==> config.mk <==
export PLATFORM = sky130hd
export DESIGN_NAME = fetch_ctrl
export DESIGN_NICKNAME = d
export VERILOG_FILES = /design/src/rtl/fetch_ctrl.sv
export SDC_FILE = /design/constraint.sdc
export NUM_CORES = 1
export LEC_CHECK = 0
export ABC_AREA = 1
export CORE_UTILIZATION = 38
export CTS_BUF_LIST = sky130_fd_sc_hd__clkbuf_8
export CTS_CLUSTER_SIZE = 16
export DETAILED_ROUTE_END_ITERATION = 6
export PLACE_DENSITY = 0.89
export SLEW_MARGIN = 30
export SYNTH_ARGS = -nofsm -noshare
export SYNTH_HDL_FRONTEND = slang
export SYNTH_SLANG_ARGS = --single-unit
==> constraint.sdc <==
create_clock -name CLK -period 1.64 [get_ports CLK]
set_input_delay 0.328 -clock CLK [delete_from_list [all_inputs] [get_ports CLK]]
set_output_delay 0.328 -clock CLK [all_outputs]
set_load 0.01 [all_outputs]
==> src/rtl/fetch_ctrl.sv <==
// Fetch sequencer: IDLE/RUN/HALT FSM with branch, jump and call/return PC select.
// Return-address stack is built only when FETCH_CTRL_RAS_EN is defined.
module fetch_ctrl #(
    parameter int PC_W      = 8,
    parameter int OFF_W     = 6,
    parameter int RAS_DEPTH = 4
) (
    input  logic            CLK,
    input  logic            Reset_N,
    input  logic            Start,
    input  logic [PC_W-1:0] Start_Addr,
    input  logic [PC_W-1:0] End_Addr,
    input  logic            Stall,
    input  logic            Branch,
    input  logic            Zero,
    input  logic [OFF_W-1:0] Offset,
    input  logic            Jump,
    input  logic            Call,
    input  logic            Ret,
    input  logic [PC_W-1:0] Target,
    output logic [PC_W-1:0] PC,
    output logic            Running,
    output logic            Done,
    output logic            Ras_Err
);

    typedef enum logic [1:0] {
        IDLE = 2'd0,
        RUN  = 2'd1,
        HALT = 2'd2
    } state_t;

    state_t          state_q, state_d;
    logic [PC_W-1:0] pc_q, pc_d;
    logic [PC_W-1:0] pc_inc, off_ext, br_tgt;
    logic            err_q, err_d;

    assign pc_inc  = pc_q + PC_W'(1);
    assign off_ext = PC_W'($signed(Offset));
    assign br_tgt  = pc_q + off_ext;

`ifdef FETCH_CTRL_RAS_EN
    localparam int IDX_W = $clog2(RAS_DEPTH);
    localparam int SP_W  = IDX_W + 1;

    logic [PC_W-1:0] ras_q [RAS_DEPTH];
    logic [PC_W-1:0] ras_d [RAS_DEPTH];
    logic [SP_W-1:0] sp_q, sp_d, sp_m1;
    logic            ras_full, ras_empty;

    assign sp_m1     = sp_q - SP_W'(1);
    assign ras_full  = (sp_q == SP_W'(RAS_DEPTH));
    assign ras_empty = (sp_q == '0);
`else
    logic unused_cfg;
    assign unused_cfg = Ret ^ (RAS_DEPTH > 1);
`endif

    always_comb begin
        state_d = state_q;
        pc_d    = pc_q;
        err_d   = err_q;
`ifdef FETCH_CTRL_RAS_EN
        sp_d    = sp_q;
        ras_d   = ras_q;
`endif
        if (Start) begin
            pc_d    = Start_Addr;
            state_d = RUN;
            err_d   = 1'b0;
`ifdef FETCH_CTRL_RAS_EN
            sp_d    = '0;
`endif
        end else if (state_q == RUN && !Stall) begin
            if (pc_q == End_Addr) begin
                state_d = HALT;
`ifdef FETCH_CTRL_RAS_EN
            end else if (Ret) begin
                if (ras_empty) begin
                    pc_d  = pc_inc;
                    err_d = 1'b1;
                end else begin
                    pc_d = ras_q[sp_m1[IDX_W-1:0]];
                    sp_d = sp_m1;
                end
            end else if (Call) begin
                pc_d = Target;
                if (ras_full) begin
                    err_d = 1'b1;
                end else begin
                    ras_d[sp_q[IDX_W-1:0]] = pc_inc;
                    sp_d = sp_q + SP_W'(1);
                end
            end else if (Jump) begin
                pc_d = Target;
`else
            end else if (Call || Jump) begin
                pc_d = Target;
`endif
            end else if (Branch && Zero) begin
                pc_d = br_tgt;
            end else begin
                pc_d = pc_inc;
            end
        end
    end

    always_ff @(posedge CLK or negedge Reset_N) begin
        if (!Reset_N) begin
            state_q <= IDLE;
            pc_q    <= '0;
            err_q   <= 1'b0;
        end else begin
            state_q <= state_d;
            pc_q    <= pc_d;
            err_q   <= err_d;
        end
    end

`ifdef FETCH_CTRL_RAS_EN
    always_ff @(posedge CLK or negedge Reset_N) begin
        if (!Reset_N) begin
            sp_q <= '0;
            for (int i = 0; i < RAS_DEPTH; i++) ras_q[i] <= '0;
        end else begin
            sp_q  <= sp_d;
            ras_q <= ras_d;
        end
    end
`endif

    assign PC      = pc_q;
    assign Running = (state_q == RUN);
    assign Done    = (state_q == HALT);
    assign Ras_Err = err_q;

endmodule

# --- After elaboration in Yosys (flattened, before gate mapping) ---
# Index checks and enable logic that the tools add are counted.
word_totals:
  regBits: 10
  input_bits: 39
  output_inout_bits: 11
  word_cells: 24
classes:
  add_sub_neg: 2
  eq_ne: 4
  n_mux: 8
  n_reduce_logical: 8
ops:
  columns: ["op", "count"]
  rows:
  - ["2-to-1 mux 8 bit", 5]
  - ["adder 8 x 1 -> 8 bit, second input constant", 1]
  - ["adder 8 bit", 1]
  - ["equality test 8 bit", 1]
  - ["2-to-1 mux 2 bit", 3]
  - ["AND reduction 2 bit", 2]
  - ["nonzero test 2 bit", 2]
  - ["equality test 2 x 1 -> 1 bit, second input constant", 1]
  - ["equality test 2 bit, second input constant", 1]
  - ["logical AND 1 bit", 2]
  - ["!= test 2 bit, second input constant", 1]
  - ["zero test 1 bit", 1]
  - ["logical OR 1 bit", 1]

# --- Depth between registers and ports, before layout ---
# Gate-level depths: netlist of run 1.
depth:
  word_depth: 6
  depth_mapped: 16
  ltp_nobuf: 16

# --- Least setup slack after synthesis of run 1 ---
# Ideal clock, no wire load.
synth_timing:
  path_kind: "input to register"
  from: "in Branch"
  to: "reg pc_q[6] (netlist: PC[6])"
  setup_ns: 0.116
  arrival_ns: 1.806
  t_required_ns: 1.524
  slack_ns: -0.282
  path_stages: 13
  n_path_buf: 0
  path_cell_list: "nand2_1 > or2_2 > ha_1 > inv_1 > fa_1 > o21ai_0 > nand2_1 > nand2_1 > nand3b_1 > nand3_1 > nand2_1 > nand2_1 > nand2_1"
synth_via:
  elab_chain_cells: 6
synth_rtl:
  columns: ["item", "line_no", "source"]
  rows:
  - ["start, declared", "14", "input logic Branch,"]
  - ["logical AND 1 bit", "100", "end else if (Branch && Zero) begin"]
  - ["2-to-1 mux 8 bit", "100", null]
  - ["2-to-1 mux 8 bit", "97", "end else if (Call || Jump) begin"]
  - ["2-to-1 mux 8 bit", "75", "if (pc_q == End_Addr) begin"]
  - ["2-to-1 mux 8 bit", "74", "end else if (state_q == RUN && !Stall) begin"]
  - ["2-to-1 mux 8 bit", "67", "if (Start) begin"]
  - ["end signal, assigned", "115", "pc_q <= pc_d;"]
  - ["end, declared", "34", "logic [PC_W-1:0] pc_q, pc_d;"]
# No other way between the ends. The select of a mux whose other input is x is not followed.
# A chain may end at the register's enable or synchronous reset.

# --- Final worst setup path of run 1 ---
layout_timing:
  from: "reg pc_q[0] (netlist: PC[0])"
  to: "reg pc_q[6] (netlist: PC[6])"
layout_via:
  elab_chain_cells: 6
  word_cells_on_any_way: 10
  classes_between: "2 x add/sub; 2 x eq/ne; 5 x mux; 1 x reduce/logical"
layout_rtl:
  columns: ["item", "line_no"]
  rows:
  - ["adder 8 x 1 -> 8 bit or adder 8 bit (tied branches)", "38, 40"]
  - ["2-to-1 mux 8 bit", "100"]
  - ["2-to-1 mux 8 bit", "97"]
  - ["2-to-1 mux 8 bit", "75"]
  - ["2-to-1 mux 8 bit", "74"]
  - ["2-to-1 mux 8 bit", "67"]
# Several ways; a longest one is shown, not always the timed one. The select of a mux whose other input is x is not followed.

==> impl_metrics.env, run 1 <==
export IMPL_status="complete, but fails checks"
export IMPL_violations="setup timing"
export IMPL_io_pins=50
export IMPL_drt_pass1_iter_count=4
export IMPL_path_buf_inv=1
export IMPL_period_needed_ps=1650
export IMPL_syn2layout_area_growth_pct=90.4
export IMPL_std_cell_rows=18
export IMPL_synth_simple_area_share=0.365
export IMPL_drt_iter0_markers=25
export IMPL_synth_mux_area_frac=0
export IMPL_syn_area_sq_mm=0.00103
export IMPL_clkSlewWorstSetupHoldPaths_ps=50
export IMPL_grt_usage=0.219
export IMPL_crit_path_cell_trace="ha_4 > inv_2 > fa_2 > o21ai_2 > nand2_1 > nand2_2 > nand3b_1 > nand3_1 > nand2_1 > nand2_1 > nand2_1"
export IMPL_period_share=1.00
export IMPL_tritoncts="yes"
export IMPL_cp_start_kind="register"
export IMPL_synthTopCellsByArea="dfrtp_1 (24%), nand2_1 (20%), xnor2_1 (9.3%)"
export IMPL_fin_hold_ws_ps=403
export IMPL_rsz0062_at_grt="yes"
export IMPL_diodes=0
export IMPL_hold_viol=0
export IMPL_yosysTopAreaCell="dfrtp_1"
export IMPL_max_cap_violations=0
export IMPL_root_buffer="clkbuf_8"
export IMPL_antenna_found_initial=0
export IMPL_grt_ovfl_total=0
export IMPL_die_w_microns=54.1
export IMPL_hold_buffers=0
export IMPL_antenna_left=0
export IMPL_cp_end_kind="register"
export IMPL_synth_avg_cell_area_sq_um=6.44
export IMPL_synth_cell_type_count=26
export IMPL_cp_arrival_ps=1770
export IMPL_critical_path_most_common_cell="nand2_1"
export IMPL_critPathMaxStageDelay_ps=390
export IMPL_cts_max_path_buffers=2
export IMPL_drive_gt1_frac=0.332
export IMPL_reg2reg_from="PC[0]$_DFFE_PN0P_"
export IMPL_grt_max_degree=12
export IMPL_synth_top_family_by_area="simple AND/OR/NAND/NOR gates"
export IMPL_setup_ws_ps=-6.67
export IMPL_initial_core_util=0.409
export IMPL_insertion_delay_ps=240
export IMPL_seq_area_frac_synth=0.243
export IMPL_synth_main_ff_cell="dfrtp_1"
export IMPL_ys_ff_latch=10
export IMPL_dp_slack_ps=-652
export IMPL_final_nets=281
export IMPL_synthXorXnorAreaFrac=0.110
export IMPL_dieArea_sq_mm=0.00293
export IMPL_synthArstFlopShare=1.00
export IMPL_synthAdderAreaFrac=0.0801
export IMPL_drt_wl_total_mm=3.42
export IMPL_cts_buffers=3
export IMPL_hpwl_mm=2.36
export IMPL_cellPowerDensity_mw_per_mm2=639
export IMPL_n_fill_cell=180
export IMPL_grt_first_pass_wirelength_mm=4.60
export IMPL_die_y_microns=54.1
export IMPL_ys_warn_count=0
export IMPL_cp_top_family="adder cells"
export IMPL_gp_congestion=0.889
export IMPL_cp_data_required_time_ps=1760
export IMPL_critPathMaxFanout=2
export IMPL_hp_class="input port to async pin"
export IMPL_via_per_inst=4.88
export IMPL_critPathKind="register to register"
export IMPL_rrSetupSlack_ps=-7
export IMPL_finClkSkew_ps=1.17
export IMPL_timing_rr_end="PC[6]$_DFFE_PN0P_"
export IMPL_p_total_mw=1.25
export IMPL_synth_compound_area_frac=0.0971
export IMPL_drc=0
export IMPL_vias=1293
export IMPL_vdd_drop_max_v=0.000456
export IMPL_cts_sinks=10
export IMPL_wl_per_cell_microns=12.9
export IMPL_setup_viol=1
export IMPL_port_buffer_count=47
export IMPL_slowest_stage="dfrtp_2"
export IMPL_fmax_mhz=607
export IMPL_htreeDepth=1
export IMPL_coreArea_sq_mm=0.00252
export IMPL_r2r_cells=11
export IMPL_syn_num_nets=205
export IMPL_syn_inst=160
export IMPL_p_leak_nw=0.999
export IMPL_maxSlewViolCount=0
export IMPL_synth_top_area_share=0.243
export IMPL_synth_edf_count=0
export IMPL_grt_pass1_vias=1115
-- state kept, by name (all words and copies together), names as in the netlist --
signal	count
PC	8
state_q	2
-- power by group --
part | leakage, nW | total [mW] | switching [mW] | internal [mW]
Clock | 0.0288 | 0.315 | 0.103 | 0.212
Combinational | 0.855 | 0.619 | 0.272 | 0.347
Sequential | 0.115 | 0.320 | 0.0441 | 0.276
Total | 0.999 | 1.25 | 0.420 | 0.834
-- layout by cell type, fill, tap and decap left out, types with 2 or more instances in the layout --
master and n:
nand2_4 2, xor2_1 2, nand3_1 4, nand4_1 2
buf_4 24, clkbuf_8 4, a21oi_2 3, o21ai_1 5
dfrtp_2 3, nor2_1 11, nor2_4 3, xnor2_2 2
dlygate4sd2_1 4, o211ai_1 4, buf_8 2, dfrtp_1 7
nand2_2 7, xnor2_1 9, buf_6 2, clkdlybuf4s50_1 32
nor2_2 6, dlymetal6s2s_1 8, ha_4 4, a21oi_1 3
inv_1 12, nand3_2 5, nand2_1 47, inv_2 5
o21ai_0 2
-- Yosys cell counts, drive strengths merged (2+ instances only) --
master  number
a21oi        6
buf          2
dfrtp       10
ha           5
inv         18
nand2       56
nand3        9
nand4        2
nor2        20
o211ai       4
o21ai        8
xnor2       11
xor2         2
-- per-stage QoR --
stage / TNS [ps] / std cells / utilization / cell area (sq um)
global placement: -3960 / 254 / 0.669 / 1690
global route: -461 / 265 / 0.778 / 1960
finish: -6.67 / 265 / 0.778 / 1960
detailed placement: -4260 / 254 / 0.669 / 1690
CTS: -7.83 / 261 / 0.712 / 1800
floorplan: -36.7 / 160 / - / 1060
-- what timing repair did --
| action | in CTS | in global routing |
|---|---|---|
| resized for setup | 28 | 44 |
| gates cloned | 0 | 1 |
| pin swaps | 26 | 17 |
| buffers inserted | 3 | 3 |
| endpoints found under the setup margin | 7 | 14 |
-- routing by layer --
metal  GRT usage  part of all wire  up-vias
met4      0.0641             0.013        0
met5           0                 0        -
li1            -                 -      651
met1       0.284              0.42      591
met2       0.387              0.51       46
met3      0.0141             0.051        5
-- worst max path at each step --
stage	start	to	cells past startpoint
floorplan	Branch	PC[6]$_DFFE_PN0P_	13
global placement	Branch	PC[6]$_DFFE_PN0P_	14
detailed placement	Zero	PC[1]$_DFFE_PN0P_	9
CTS	PC[0]$_DFFE_PN0P_	PC[6]$_DFFE_PN0P_	11
global route	PC[0]$_DFFE_PN0P_	PC[6]$_DFFE_PN0P_	11
finish	PC[0]$_DFFE_PN0P_	PC[6]$_DFFE_PN0P_	11
-- cell families (layout without fill, tap and decap cells) --
kind of cell    count (synthesis)  in the layout
simple gates                   90             90
buf+inv                        22             97
compound gates                 18             18
xor+xnor                       13             13
flops                          10             10
fa+ha+maj                       6              6
other cells                     1              1
-- cell type report --
type	count	area, sq um	area share
multi-input combinational	128	842	0.429
timing repair buffer	73	693	0.353
sequential	10	254	0.129
inverter	19	76.3	0.0389
clock buffer	4	55.1	0.0280
tap	30	37.5	0.0191
timing repair inverter	1	5.00	0.00255
Note: power is estimated with default switching activity, not from simulation.
==> run 2, diff against run 1 <==
--- a/config.mk
+++ b/config.mk
@@ -15,3 +15,4 @@
 export SYNTH_ARGS = -nofsm -noshare
 export SYNTH_HDL_FRONTEND = slang
 export SYNTH_SLANG_ARGS = --single-unit
+export TNS_END_PERCENT = 5
==> impl_metrics.env, run 2 (synthesis results as in run 1) <==
export IMPL_status="complete, but fails checks"
export IMPL_violations="setup timing"
export IMPL_hp_class="input port to async pin"
export IMPL_drive_gt1_frac=0.242
export IMPL_cp_data_required_time_ps=1800
export IMPL_critical_path_most_common_cell="o21ai_1"
export IMPL_final_common_cell="nand2_1"
export IMPL_rrSetupSlack_ps=-20
export IMPL_gp_congestion=0.886
export IMPL_antenna_left=0
export IMPL_final_nets=277
export IMPL_tritoncts="yes"
export IMPL_period_needed_ps=1660
export IMPL_insertion_delay_ps=230
export IMPL_hold_buffers=0
export IMPL_drc=0
export IMPL_layout_common_cells="nand2_1 (49), clkdlybuf4s50_1 (35), buf_4 (23)"
export IMPL_critPathMaxStageDelay_ps=360
export IMPL_grt_max_degree=12
export IMPL_finClkSkew_ps=2.96
export IMPL_hpwl_mm=2.37
export IMPL_cts_sinks=10
export IMPL_port_buffer_count=47
export IMPL_grt_ovfl_total=0
export IMPL_die_w_microns=54.1
export IMPL_wl_per_cell_microns=11.3
export IMPL_cp_end_kind="register"
export IMPL_cts_max_path_buffers=2
export IMPL_p_leak_nw=0.937
export IMPL_vias=1225
export IMPL_cellPowerDensity_mw_per_mm2=642
export IMPL_drt_pass1_iter_count=4
export IMPL_dp_slack_ps=-645
export IMPL_setup_viol=2
export IMPL_syn2layout_area_growth_pct=76.7
export IMPL_diodes=0
export IMPL_initial_core_util=0.409
export IMPL_std_cell_rows=18
export IMPL_cp_arrival_ps=1820
export IMPL_crit_path_cell_trace="dlygate4sd2_1 > or2_4 > ha_4 > inv_2 > fa_2 > buf_4 > xor2_1 > o211ai_1 > o21ai_1 > o21ai_1"
export IMPL_cts_buffers=3
export IMPL_htreeDepth=1
export IMPL_fmax_mhz=603
export IMPL_rsz0062_at_grt="yes"
export IMPL_largest_reg_flops=8
export IMPL_critPathKind="input port to register"
export IMPL_antenna_found_initial=0
export IMPL_max_cap_violations=0
export IMPL_setup_tns_ps=-37.0
export IMPL_design_area_sq_mm=0.00182
export IMPL_maxSlewViolCount=0
export IMPL_grt_first_pass_wirelength_mm=4.74
export IMPL_clkSlewWorstSetupHoldPaths_ps=50
export IMPL_placed_area_sq_mm=0.00169
export IMPL_die_y_microns=54.1
export IMPL_grt_usage=0.232
export IMPL_hold_viol=0
export IMPL_drt_iter0_markers=21
export IMPL_dieArea_sq_mm=0.00293
export IMPL_grt_pass1_vias=1174
export IMPL_io_pins=50
export IMPL_via_per_inst=4.69
export IMPL_period_share=1.01
export IMPL_drt_wl_total_mm=2.94
export IMPL_coreArea_sq_mm=0.00252
export IMPL_setup_ws_ps=-19.0
export IMPL_critPathMaxFanout=2
export IMPL_cp_start_kind="input port"
export IMPL_root_buffer="clkbuf_8"
export IMPL_n_fill_cell=216
export IMPL_slowest_stage="fa_2"
export IMPL_vdd_drop_max_v=0.000563
run 2: path summary, 6_finish.rpt:
| path | end | depth (start not counted) | from |
|---|---|---|---|
| setup reg to reg | PC[2]$_DFFE_PN0P_ | 8 | PC[0]$_DFFE_PN0P_ |
| max in group asynchronous | PC[0]$_DFFE_PN0P_ | 1 | Reset_N |
| hold / removal | PC[3]$_DFFE_PN0P_ | 1 | Reset_N |
| setup / recovery | PC[2]$_DFFE_PN0P_ | 10 | Offset[0] |
| min in group CLK | state_q[0]$_DFFE_PN0P_ | 2 | state_q[0]$_DFFE_PN0P_ |
| hold reg to reg | state_q[0]$_DFFE_PN0P_ | 2 | state_q[0]$_DFFE_PN0P_ |
run 2: cell type report:
cell class                      instances  area (sq um)  area share
Clock buffer                            4          55.1      0.0302
Sequential cell                        10           251       0.138
Tap cell                               30          37.5      0.0206
Timing Repair Buffer                   70           652       0.358
Inverter                               19          71.3      0.0391
Multi-Input combinational cell        128           754       0.414
run 2: power breakdown:
group	internal (mW)	leakage, nW	switching [mW]	total [mW]
registers	0.275	0.117	0.0371	0.312
logic	0.311	0.792	0.250	0.561
clock network	0.210	0.0288	0.0862	0.296
run 2: timing repair:
action                                  in CTS  in global routing
setup buffers                                2                  0
pin swaps                                   34                  2
endpoints found under the setup margin       7                 13
resized for setup                           30                 11
run 2: critical path: cells and delay by family:
| family | cells | cell delay [ps] |
|---|---|---|
| AO/OA/AOI/OAI | 3 | 370 |
| XOR/XNOR | 1 | 140 |
| adder cells (fa/ha/maj) | 2 | 490 |
| buffers and inverters | 3 | 370 |
| AND/OR/NAND/NOR | 1 | 120 |
run 2: routing by layer:
metal	up-vias	wire length (microns)	track usage
li1	645	-	-
met1	529	1250	0.278
met2	47	1440	0.405
met3	4	191	0.0282
met4	0	48	0.111
met5	-	0	0
run 2: metrics by stage:
stage / power (mW) / std cells / utilization / hold WS, ps
2_1_floorplan: 0.566 / 160 / - / 32.4
3_3_place_gp: 0.829 / 255 / 0.672 / 487
3_5_place_dp: 0.845 / 255 / 0.672 / 493
4_1_cts: 1.17 / 261 / 0.709 / 404
5_1_grt: 1.26 / 261 / 0.722 / 435
6_report: 1.17 / 261 / 0.722 / 401
